<file path="config.mk">
export PLATFORM = sky130hd
export DESIGN_NAME = mem_port_arbiter
export DESIGN_NICKNAME = d
export VERILOG_FILES = /design/src/rtl/mem_port_arbiter_pkg.sv /design/src/rtl/mem_port_arbiter_starve_ctr.sv /design/src/rtl/mem_port_arbiter.sv
export SDC_FILE = /design/constraint.sdc
export NUM_CORES = 1
export LEC_CHECK = 0
export ABC_AREA = 1
export CORE_AREA = 2 2 307 309
export DETAILED_ROUTE_END_ITERATION = 10
export DIE_AREA = 0 0 309 311
export GPL_TIMING_DRIVEN = 0
export REMOVE_ABC_BUFFERS = 1
export SETUP_SLACK_MARGIN = 0.5
export SLEW_MARGIN = 10
export SYNTH_ARGS = -nofsm -noshare
export SYNTH_HDL_FRONTEND = slang
export SYNTH_SLANG_ARGS = --single-unit
export TNS_END_PERCENT = 100
</file>
<file path="constraint.sdc">
create_clock -name clk -period 10.4 [get_ports clk]
set_input_delay 2.08 -clock clk [delete_from_list [all_inputs] [get_ports clk]]
set_output_delay 2.08 -clock clk [all_outputs]
set_load 0.005 [all_outputs]
</file>
<file path="src/rtl/mem_port_arbiter_pkg.sv">
// rtl/mem_port_arbiter_pkg.sv - shared encodings for the I/D memory port arbiter
package mem_port_arbiter_pkg;

   typedef enum logic [1:0] {
      ARB_IDLE  = 2'd0,
      ARB_ISSUE = 2'd1,
      ARB_RESP  = 2'd2
   } arb_state_t;

   typedef enum logic [1:0] {
      OWN_NONE = 2'd0,
      OWN_I    = 2'd1,
      OWN_D    = 2'd2
   } arb_owner_t;

   // Wide enough for the largest legal starvation limit (255).
   localparam int STARVE_W = 8;

endpackage

</file>
<file path="src/rtl/mem_port_arbiter_starve_ctr.sv">
// rtl/mem_port_arbiter_starve_ctr.sv - saturating count of D grants taken while I waits
module arb_starve_ctr
   import mem_port_arbiter_pkg::*;
#(
   parameter int MAX_STARVE = 4
) (
   input  logic clk,
   input  logic reset,
   input  logic inc,
   input  logic clr,
   output logic at_max
);

   localparam logic [STARVE_W-1:0] MAX_CNT = STARVE_W'(MAX_STARVE);

   logic [STARVE_W-1:0] count;

   always_ff @(posedge clk or posedge reset) begin
      if (reset) begin
         count <= '0;
      end else if (clr) begin
         count <= '0;
      end else if (inc && (count != MAX_CNT)) begin
         count <= count + 1'b1;
      end
   end

   assign at_max = (count == MAX_CNT);

endmodule

</file>
<file path="src/rtl/mem_port_arbiter.sv">
// rtl/mem_port_arbiter.sv - single-outstanding arbiter sharing one memory port between I and D
module mem_port_arbiter
   import mem_port_arbiter_pkg::*;
#(
   parameter int ADDR_W     = 32,
   parameter int DATA_W     = 128,
   parameter int MAX_STARVE = 4
) (
   input  logic                clk,
   input  logic                reset,
   input  logic                i_req_valid,
   output logic                i_req_ready,
   input  logic [ADDR_W-1:0]   i_req_addr,
   output logic                i_resp_valid,
   output logic [DATA_W-1:0]   i_resp_data,
   input  logic                d_req_valid,
   output logic                d_req_ready,
   input  logic [ADDR_W-1:0]   d_req_addr,
   input  logic                d_req_we,
   input  logic [DATA_W-1:0]   d_req_wdata,
   input  logic [DATA_W/8-1:0] d_req_wmask,
   output logic                d_resp_valid,
   output logic [DATA_W-1:0]   d_resp_data,
   output logic                mem_req_valid,
   input  logic                mem_req_ready,
   output logic [ADDR_W-1:0]   mem_req_addr,
   output logic                mem_req_we,
   output logic [DATA_W-1:0]   mem_req_wdata,
   output logic [DATA_W/8-1:0] mem_req_wmask,
   input  logic                mem_resp_valid,
   input  logic [DATA_W-1:0]   mem_resp_data,
   output logic                proto_err
);

   arb_state_t state;
   arb_owner_t owner;

   logic grant_i;
   logic grant_d;
   logic starve_inc;
   logic starve_at_max;

   // D normally wins; I is forced once D has been favoured MAX_STARVE times in a row.
   always_comb begin
      grant_i = 1'b0;
      grant_d = 1'b0;
      if (!reset && (state == ARB_IDLE)) begin
         if (d_req_valid && !(i_req_valid && starve_at_max)) begin
            grant_d = 1'b1;
         end else if (i_req_valid) begin
            grant_i = 1'b1;
         end
      end
   end

   assign i_req_ready = grant_i;
   assign d_req_ready = grant_d;
   assign starve_inc  = grant_d && i_req_valid;

   arb_starve_ctr #(
      .MAX_STARVE (MAX_STARVE)
   ) u_starve (
      .clk    (clk),
      .reset  (reset),
      .inc    (starve_inc),
      .clr    (grant_i),
      .at_max (starve_at_max)
   );

   always_ff @(posedge clk or posedge reset) begin
      if (reset) begin
         state         <= ARB_IDLE;
         owner         <= OWN_NONE;
         mem_req_valid <= 1'b0;
         mem_req_addr  <= '0;
         mem_req_we    <= 1'b0;
         mem_req_wdata <= '0;
         mem_req_wmask <= '0;
         proto_err     <= 1'b0;
      end else begin
         case (state)
            ARB_IDLE: begin
               if (mem_resp_valid) begin
                  proto_err <= 1'b1;
               end
               if (grant_d) begin
                  owner         <= OWN_D;
                  mem_req_valid <= 1'b1;
                  mem_req_addr  <= d_req_addr;
                  mem_req_we    <= d_req_we;
                  mem_req_wdata <= d_req_wdata;
                  mem_req_wmask <= d_req_wmask;
                  state         <= ARB_ISSUE;
               end else if (grant_i) begin
                  owner         <= OWN_I;
                  mem_req_valid <= 1'b1;
                  mem_req_addr  <= i_req_addr;
                  mem_req_we    <= 1'b0;
                  mem_req_wdata <= '0;
                  mem_req_wmask <= '0;
                  state         <= ARB_ISSUE;
               end
            end
            ARB_ISSUE: begin
               // A response before the request is accepted is flagged and dropped.
               if (mem_resp_valid) begin
                  proto_err <= 1'b1;
               end
               if (mem_req_ready) begin
                  mem_req_valid <= 1'b0;
                  state         <= ARB_RESP;
               end
            end
            ARB_RESP: begin
               if (mem_resp_valid) begin
                  owner <= OWN_NONE;
                  state <= ARB_IDLE;
               end
            end
            default: begin
               owner         <= OWN_NONE;
               mem_req_valid <= 1'b0;
               state         <= ARB_IDLE;
            end
         endcase
      end
   end

   assign i_resp_valid = (state == ARB_RESP) && (owner == OWN_I) && mem_resp_valid;
   assign d_resp_valid = (state == ARB_RESP) && (owner == OWN_D) && mem_resp_valid;
   assign i_resp_data  = i_resp_valid ? mem_resp_data : '0;
   assign d_resp_data  = d_resp_valid ? mem_resp_data : '0;

endmodule

</file>
# Word level (Yosys, flattened, before mapping)
# Cells that the tools add are included.
[word_totals] ff_bits=191 inputBits=343 out_inout_bits=439 wordCells=69
[classes] n_addsub=1 eq_ne=9 n_mux=28 n_bitwise=2 reduce_logical=20
[op_table] cell="two-way mux 128 bit" n=4
[op_table] cell="two-way mux 32 bit" n=2
[op_table] cell="two-way mux 16 bit" n=2
[op_table] cell="two-way mux 8 bit" n=2
[op_table] cell="case mux 2 bit (3 select lines)" n=2
[op_table] cell="two-way mux 1 bit" n=10
[op_table] cell="two-way mux 2 bit" n=5
[op_table] cell="logical AND 1 bit" n=9
[op_table] cell="AND reduction 3 bit" n=3
[op_table] cell="adder 8 x 1 -> 8 bit, second input constant" n=1
[op_table] cell="equality test 8 x 3 -> 1 bit, second input constant" n=1
[op_table] cell="inequality test 8 x 3 -> 1 bit, second input constant" n=1
[op_table] cell="equality test 2 x 1 -> 1 bit, second input constant" n=2
[op_table] cell="equality test 2 bit, second input constant" n=2
[op_table] cell="inequality test 2 bit, second input constant" n=2
[op_table] cell="AND reduction 2 bit" n=2
[op_table] cell="nonzero test 2 bit" n=2
[op_table] cell="inequality test 3 bit, second input constant" n=1
[op_table] cell="case mux 1 bit (3 select lines)" n=1
[op_table] cell="logical NOT 1 bit" n=2
[op_table] cell="logical NOT 2 bit" n=1
[op_table] cell="NOT 1 bit" n=2
[op_table] cell="OR reduction 2 bit" n=1

# Logic depth before layout (Yosys ltp)
[depth] word_depth=10 depth_mapped=13 ltp_nobuf=11

# Modules after synthesis
# A second synthesis with hierarchy kept.
[hier_totals] cells_unflattened=1319 area_unflattened_um2=9389.0
[modules_own_cells] module="mem_port_arbiter" n_inst=1 cells_each=1249 area_per_inst_um2=8884.8 seq_area_each_um2=4579.4
[modules_own_cells] module="arb_starve_ctr" n_inst=1 cells_each=70 area_per_inst_um2=504.2 seq_area_each_um2=200.2

# Worst setup path after synthesis
# Ideal clock, no wire load.
[synth_path] path_type="input -> output" startpoint="in reset" endpoint="out i_req_ready" arrival_time_ns=7.061 t_required_ns=8.320 slack_ns=1.259 path_stages=8 n_path_buf=1 cell_sequence="inv_1 > nand2_1 > inv_2 > nand2_2 > inv_4 > nand2_4 > clkbuf_1 > inv_1"
[synth_between] elab_chain_len=3
[synth_lines] element="from (decl)" line="mem_port_arbiter.sv:10" rtl="input logic reset,"
[synth_lines] element="logical NOT 1 bit (no line)"
[synth_lines] element="logical AND 1 bit" line="mem_port_arbiter.sv:47" rtl="if (!reset && (state == ARB_IDLE)) begin"
[synth_lines] element="two-way mux 1 bit" line="mem_port_arbiter.sv:47"
[synth_lines] element="to (decl)" line="mem_port_arbiter.sv:12" rtl="output logic i_req_ready,"
# Every way passes these cells.

# Worst setup path in the final report
[layout_path] startpoint="in reset" endpoint="out d_req_ready"
[layout_between] elab_chain_len=3
[layout_lines] element="logical NOT 1 bit (no line)"
[layout_lines] element="logical AND 1 bit" line="mem_port_arbiter.sv:47"
[layout_lines] element="two-way mux 1 bit" line="mem_port_arbiter.sv:47"
[layout_lines] element="to (decl)" line="mem_port_arbiter.sv:17" rtl="output logic d_req_ready,"
# Every way passes these cells.

==> impl_metrics.prom <==
# TYPE chip_impl_metric gauge
chip_impl_metric{name="postSynthRegisterBits",unit=""} 191
chip_impl_metric{name="floorplan.io_pins",unit=""} 782
chip_impl_info{name="tritoncts",value="built"} 1
chip_impl_metric{name="drtAntennaViolNets",unit=""} 0
chip_impl_metric{name="post_synth_num_cell_types",unit=""} 25
chip_impl_metric{name="cts_buffers",unit=""} 17
chip_impl_metric{name="placed_area",unit="um^2"} 18600
chip_impl_metric{name="clock_network_power_share",unit="%"} 19.9
chip_impl_metric{name="final_hold_viols",unit=""} 0
chip_impl_metric{name="placementRows",unit=""} 112
chip_impl_metric{name="worstPathMaxFanout",unit=""} 85
chip_impl_metric{name="worst_skew_pair.late_latency",unit="ps"} 520
chip_impl_metric{name="power.sequential.fraction",unit="%"} 35.1
chip_impl_info{name="clock_tree.root_cell",value="sky130_fd_sc_hd__clkbuf_16"} 1
chip_impl_metric{name="pin_count_of_the_biggest_net_entering_global_routing",unit=""} 121
chip_impl_metric{name="post_synth_and_or_nand_nor_area_fraction",unit="%"} 35.5
chip_impl_metric{name="first_pass_iters",unit=""} 5
chip_impl_metric{name="total_of_warnings_raised_by_yosys",unit=""} 0
chip_impl_info{name="hold_class",value="flip-flop to flip-flop"} 1
chip_impl_metric{name="cts.clk_slew.worst_paths",unit="ps"} 80
chip_impl_metric{name="sequential_cell_area",unit="um^2"} 4780
chip_impl_metric{name="number_of_nets_in_the_layout",unit=""} 2417
chip_impl_metric{name="fin_ws",unit="ps"} 2310
chip_impl_metric{name="grt_use_total",unit="%"} 12.9
chip_impl_info{name="timing.setup.critical_path_class",value="input port to primary output"} 1
chip_impl_metric{name="synth-compound-area-share",unit="%"} 2.32
chip_impl_metric{name="synth-seq-area-share",unit="%"} 51.4
chip_impl_metric{name="core_area",unit="um^2"} 92800
chip_impl_metric{name="area_growth_from_synthesis_to_layout",unit="%"} 107
chip_impl_metric{name="detailedRoute.firstIterationViolations",unit=""} 669
chip_impl_metric{name="grt-ovfl-total",unit=""} 0
chip_impl_metric{name="fin_crit_sh",unit="%"} 77.8
chip_impl_metric{name="drt_drc",unit=""} 0
chip_impl_metric{name="holdPathStages",unit=""} 2
chip_impl_metric{name="total_leakage_power",unit="nW"} 8.84
chip_impl_metric{name="dieArea",unit="um^2"} 96100
chip_impl_metric{name="pwr-share-comb",unit="%"} 45.0
chip_impl_metric{name="cts_num_sinks",unit=""} 191
chip_impl_metric{name="multi_input_area",unit="um^2"} 3560
chip_impl_metric{name="peakVddDrop",unit="mV"} 0.150
chip_impl_metric{name="die_h",unit="um"} 311
chip_impl_metric{name="synthMuxAreaShare",unit="%"} 0
chip_impl_metric{name="synth-xor-area-share",unit="%"} 0.0943
chip_impl_metric{name="p_sw",unit="W"} 0.00127
chip_impl_metric{name="mappedNetlistArea",unit="um^2"} 9290
chip_impl_metric{name="initial_utilization",unit="%"} 10.0
chip_impl_metric{name="routed_wire_length_per_instance",unit="um"} 19.0
chip_impl_metric{name="postSynthAreaPerCell",unit="um^2"} 6.99
chip_impl_metric{name="postSynthCellCount",unit=""} 1329
chip_impl_metric{name="filler_cell_count",unit=""} 10400
chip_impl_metric{name="worst_r2r_path_depth",unit=""} 11
chip_impl_metric{name="num_vias",unit=""} 11000
chip_impl_metric{name="cts_hold_repair.buffers",unit=""} 0
chip_impl_metric{name="synth_adder_area_share",unit="%"} 0.269
chip_impl_metric{name="postLayoutCoreUtil",unit="%"} 20.7
chip_impl_metric{name="worstPathArrival",unit="ps"} 6010
chip_impl_info{name="final_common_cell",value="sky130_fd_sc_hd__clkdlybuf4s50_1"} 1
chip_impl_metric{name="number_of_failing_setup_endpoints_in_the_final_timing_report",unit=""} 0
chip_impl_metric{name="slew_headroom",unit="%"} 23.0
chip_impl_info{name="synth_top_family_by_area",value="simple AND/OR/NAND/NOR gates"} 1
chip_impl_metric{name="hpwl",unit="um"} 53700
chip_impl_info{name="grt_setup_unrepaired",value="no"} 1
chip_impl_metric{name="die_w",unit="um"} 309
chip_impl_metric{name="cts_max_path_buffers",unit=""} 2
chip_impl_info{name="run_status",value="finished clean"} 1
chip_impl_metric{name="power_density",unit="nW/um^2"} 183
chip_impl_metric{name="grt_antenna_before_repair",unit=""} 17
chip_impl_metric{name="highest_clock_rate",unit="GHz"} 0.124
chip_impl_metric{name="cts_max_level",unit=""} 4
chip_impl_metric{name="pre_cts_slack",unit="ps"} 2290
chip_impl_metric{name="total_of_cells_resized_after_clock_tree_synthesis",unit=""} 0
chip_impl_info{name="worstSetupEndpointType",value="primary output"} 1
chip_impl_metric{name="globalplace.congestion",unit=""} 0.872
chip_impl_metric{name="finClkSkew",unit="ps"} 28.0
chip_impl_info{name="mostFrequentLayoutCells",value="sky130_fd_sc_hd__clkdlybuf4s50_1, sky130_fd_sc_hd__nand2_1, sky130_fd_sc_hd__nor2_1, sky130_fd_sc_hd__dfrtp_1, sky130_fd_sc_hd__inv_1"} 1
chip_impl_metric{name="post_route_cells_drive_above_1_share",unit="%"} 2.73
chip_impl_metric{name="slew_viol_final",unit=""} 0
chip_impl_metric{name="drv_cap",unit=""} 0
chip_impl_metric{name="cts_setup_buffers",unit=""} 0
chip_impl_metric{name="first_pass_grt_wire_length",unit="um"} 85900
chip_impl_metric{name="worst-slew-pin-transition",unit="ps"} 1150
chip_impl_info{name="cp-start-kind",value="input port"} 1
chip_impl_metric{name="post-route-cell-area",unit="um^2"} 19200
chip_impl_metric{name="p_sw_share",unit="%"} 36.2
chip_impl_metric{name="drt-total-wl",unit="um"} 63700
chip_impl_metric{name="numPortBuffers",unit=""} 781
chip_impl_metric{name="min_period",unit="ps"} 8090
chip_impl_metric{name="required",unit="ps"} 8320
chip_impl_metric{name="cell_internal_pwr",unit="W"} 0.00224
chip_impl_metric{name="vias_per_cell",unit=""} 3.30
chip_impl_metric{name="fin_total_pwr",unit="W"} 0.00352
chip_impl_metric{name="first_global_vias",unit=""} 11000
==> path summary, 6_finish.rpt <==
kind                                               start  slack [ps]                            end
max in group asynchronous                          reset        7620  mem_req_wdata[93]$_DFFE_PP0P_
min                        mem_req_wmask[13]$_DFFE_PP0P_         470  mem_req_wmask[13]$_DFFE_PP0P_
min in group asynchronous                          reset        1970  mem_req_wdata[83]$_DFFE_PP0P_
max                                                reset        2310                    d_req_ready
min reg2reg                mem_req_wmask[13]$_DFFE_PP0P_         470  mem_req_wmask[13]$_DFFE_PP0P_
max reg2reg                u_starve.count[0]$_DFFE_PP0P_        6410   mem_req_wmask[9]$_DFFE_PP0P_
==> cell families (layout without fill, tap and decap cells) <==
logic type      Yosys count  count (layout)
flops                   191             191
xor+xnor                  1               1
other cells               0               4
buf+inv                 229             985
compound gates           39              39
fa+ha+maj                 2               2
simple gates            867             867
==> registers in the layout (all words and copies together), names as in the netlist <==
signal,flops
mem_req_valid,1
proto_err,1
u_starve.count,8
mem_req_wdata,128
mem_req_wmask,16
owner,2
state,2
mem_req_addr,32
mem_req_we,1
==> critical path, stage by stage <==
cell and delay [ps]:
sky130_fd_sc_hd__clkdlybuf4s50_1 490, sky130_fd_sc_hd__inv_8 300, sky130_fd_sc_hd__buf_16 370, sky130_fd_sc_hd__nand2_1 130
sky130_fd_sc_hd__inv_2 90, sky130_fd_sc_hd__nand3_2 870, sky130_fd_sc_hd__inv_8 770, sky130_fd_sc_hd__clkdlybuf4s50_1 610
==> routing by layer <==
layer / vias to the layer above / global-route usage [%] / part of all wire, %
li1: 5355 / - / -
met2: 515 / 20.0 / 44
met5: - / 0 / 0.10
met4: 10 / 4.60 / 2.6
met3: 62 / 6.55 / 12
met1: 5090 / 15.3 / 41
==> power groups by stage <==
stage / Combinational, W / Clock, W / Sequential, W
after floorplan: 0.000488 / 0 / 0.00125
after global placement: 0.00162 / 0 / 0.00123
after detailed placement: 0.00161 / 0 / 0.00124
after CTS: 0.00162 / 0.000749 / 0.00123
after global routing: 0.00174 / 0.000770 / 0.00128
final: 0.00158 / 0.000699 / 0.00124
==> through the flow <==
stage,TNS [ps],instances,hold slack (ps)
after floorplan,-27.4,1258,442
after CTS,0,3339,477
after global placement,-756070,3293,454
after global routing,0,3342,493
after detailed placement,0,3307,458
final,0,3343,472
==> cell usage after synthesis <==
cell type                  number  area share, %
sky130_fd_sc_hd__a21oi_1        3           0.16
sky130_fd_sc_hd__buf_1          1          0.040
sky130_fd_sc_hd__buf_2         26            1.4
sky130_fd_sc_hd__buf_6          9            1.1
sky130_fd_sc_hd__clkbuf_1      35            1.4
sky130_fd_sc_hd__dfrtp_1      191             51
sky130_fd_sc_hd__ha_1           2           0.27
sky130_fd_sc_hd__inv_1        154            6.2
sky130_fd_sc_hd__inv_2          3           0.12
sky130_fd_sc_hd__inv_4          1          0.067
sky130_fd_sc_hd__nand2_1      563             23
sky130_fd_sc_hd__nand2_2        3           0.20
sky130_fd_sc_hd__nand2_4        1           0.12
sky130_fd_sc_hd__nand3_1       12           0.65
sky130_fd_sc_hd__nand3_2        1           0.11
sky130_fd_sc_hd__nand3b_1       1          0.081
sky130_fd_sc_hd__nand4_1        2           0.13
sky130_fd_sc_hd__nor2_1       283             11
sky130_fd_sc_hd__nor3_1         1          0.054
sky130_fd_sc_hd__o21a_1         2           0.16
sky130_fd_sc_hd__o21ai_0       24            1.3
sky130_fd_sc_hd__o21bai_1       1          0.081
sky130_fd_sc_hd__o22ai_1        8           0.54
sky130_fd_sc_hd__o31ai_1        1          0.081
sky130_fd_sc_hd__xnor2_1        1          0.094
==> final cells by class <==
type                       instances  share of cell area, %
clock buffer                      17                   2.22
clock inverter                    15                  0.899
antenna                            4                 0.0521
timing repair buffer             795                   42.0
multi-input combinational        909                   18.6
sequential                       191                   24.9
inverter                         158                   3.22
tap                             1254                   8.17
Note: power is estimated with default switching activity, not from simulation.
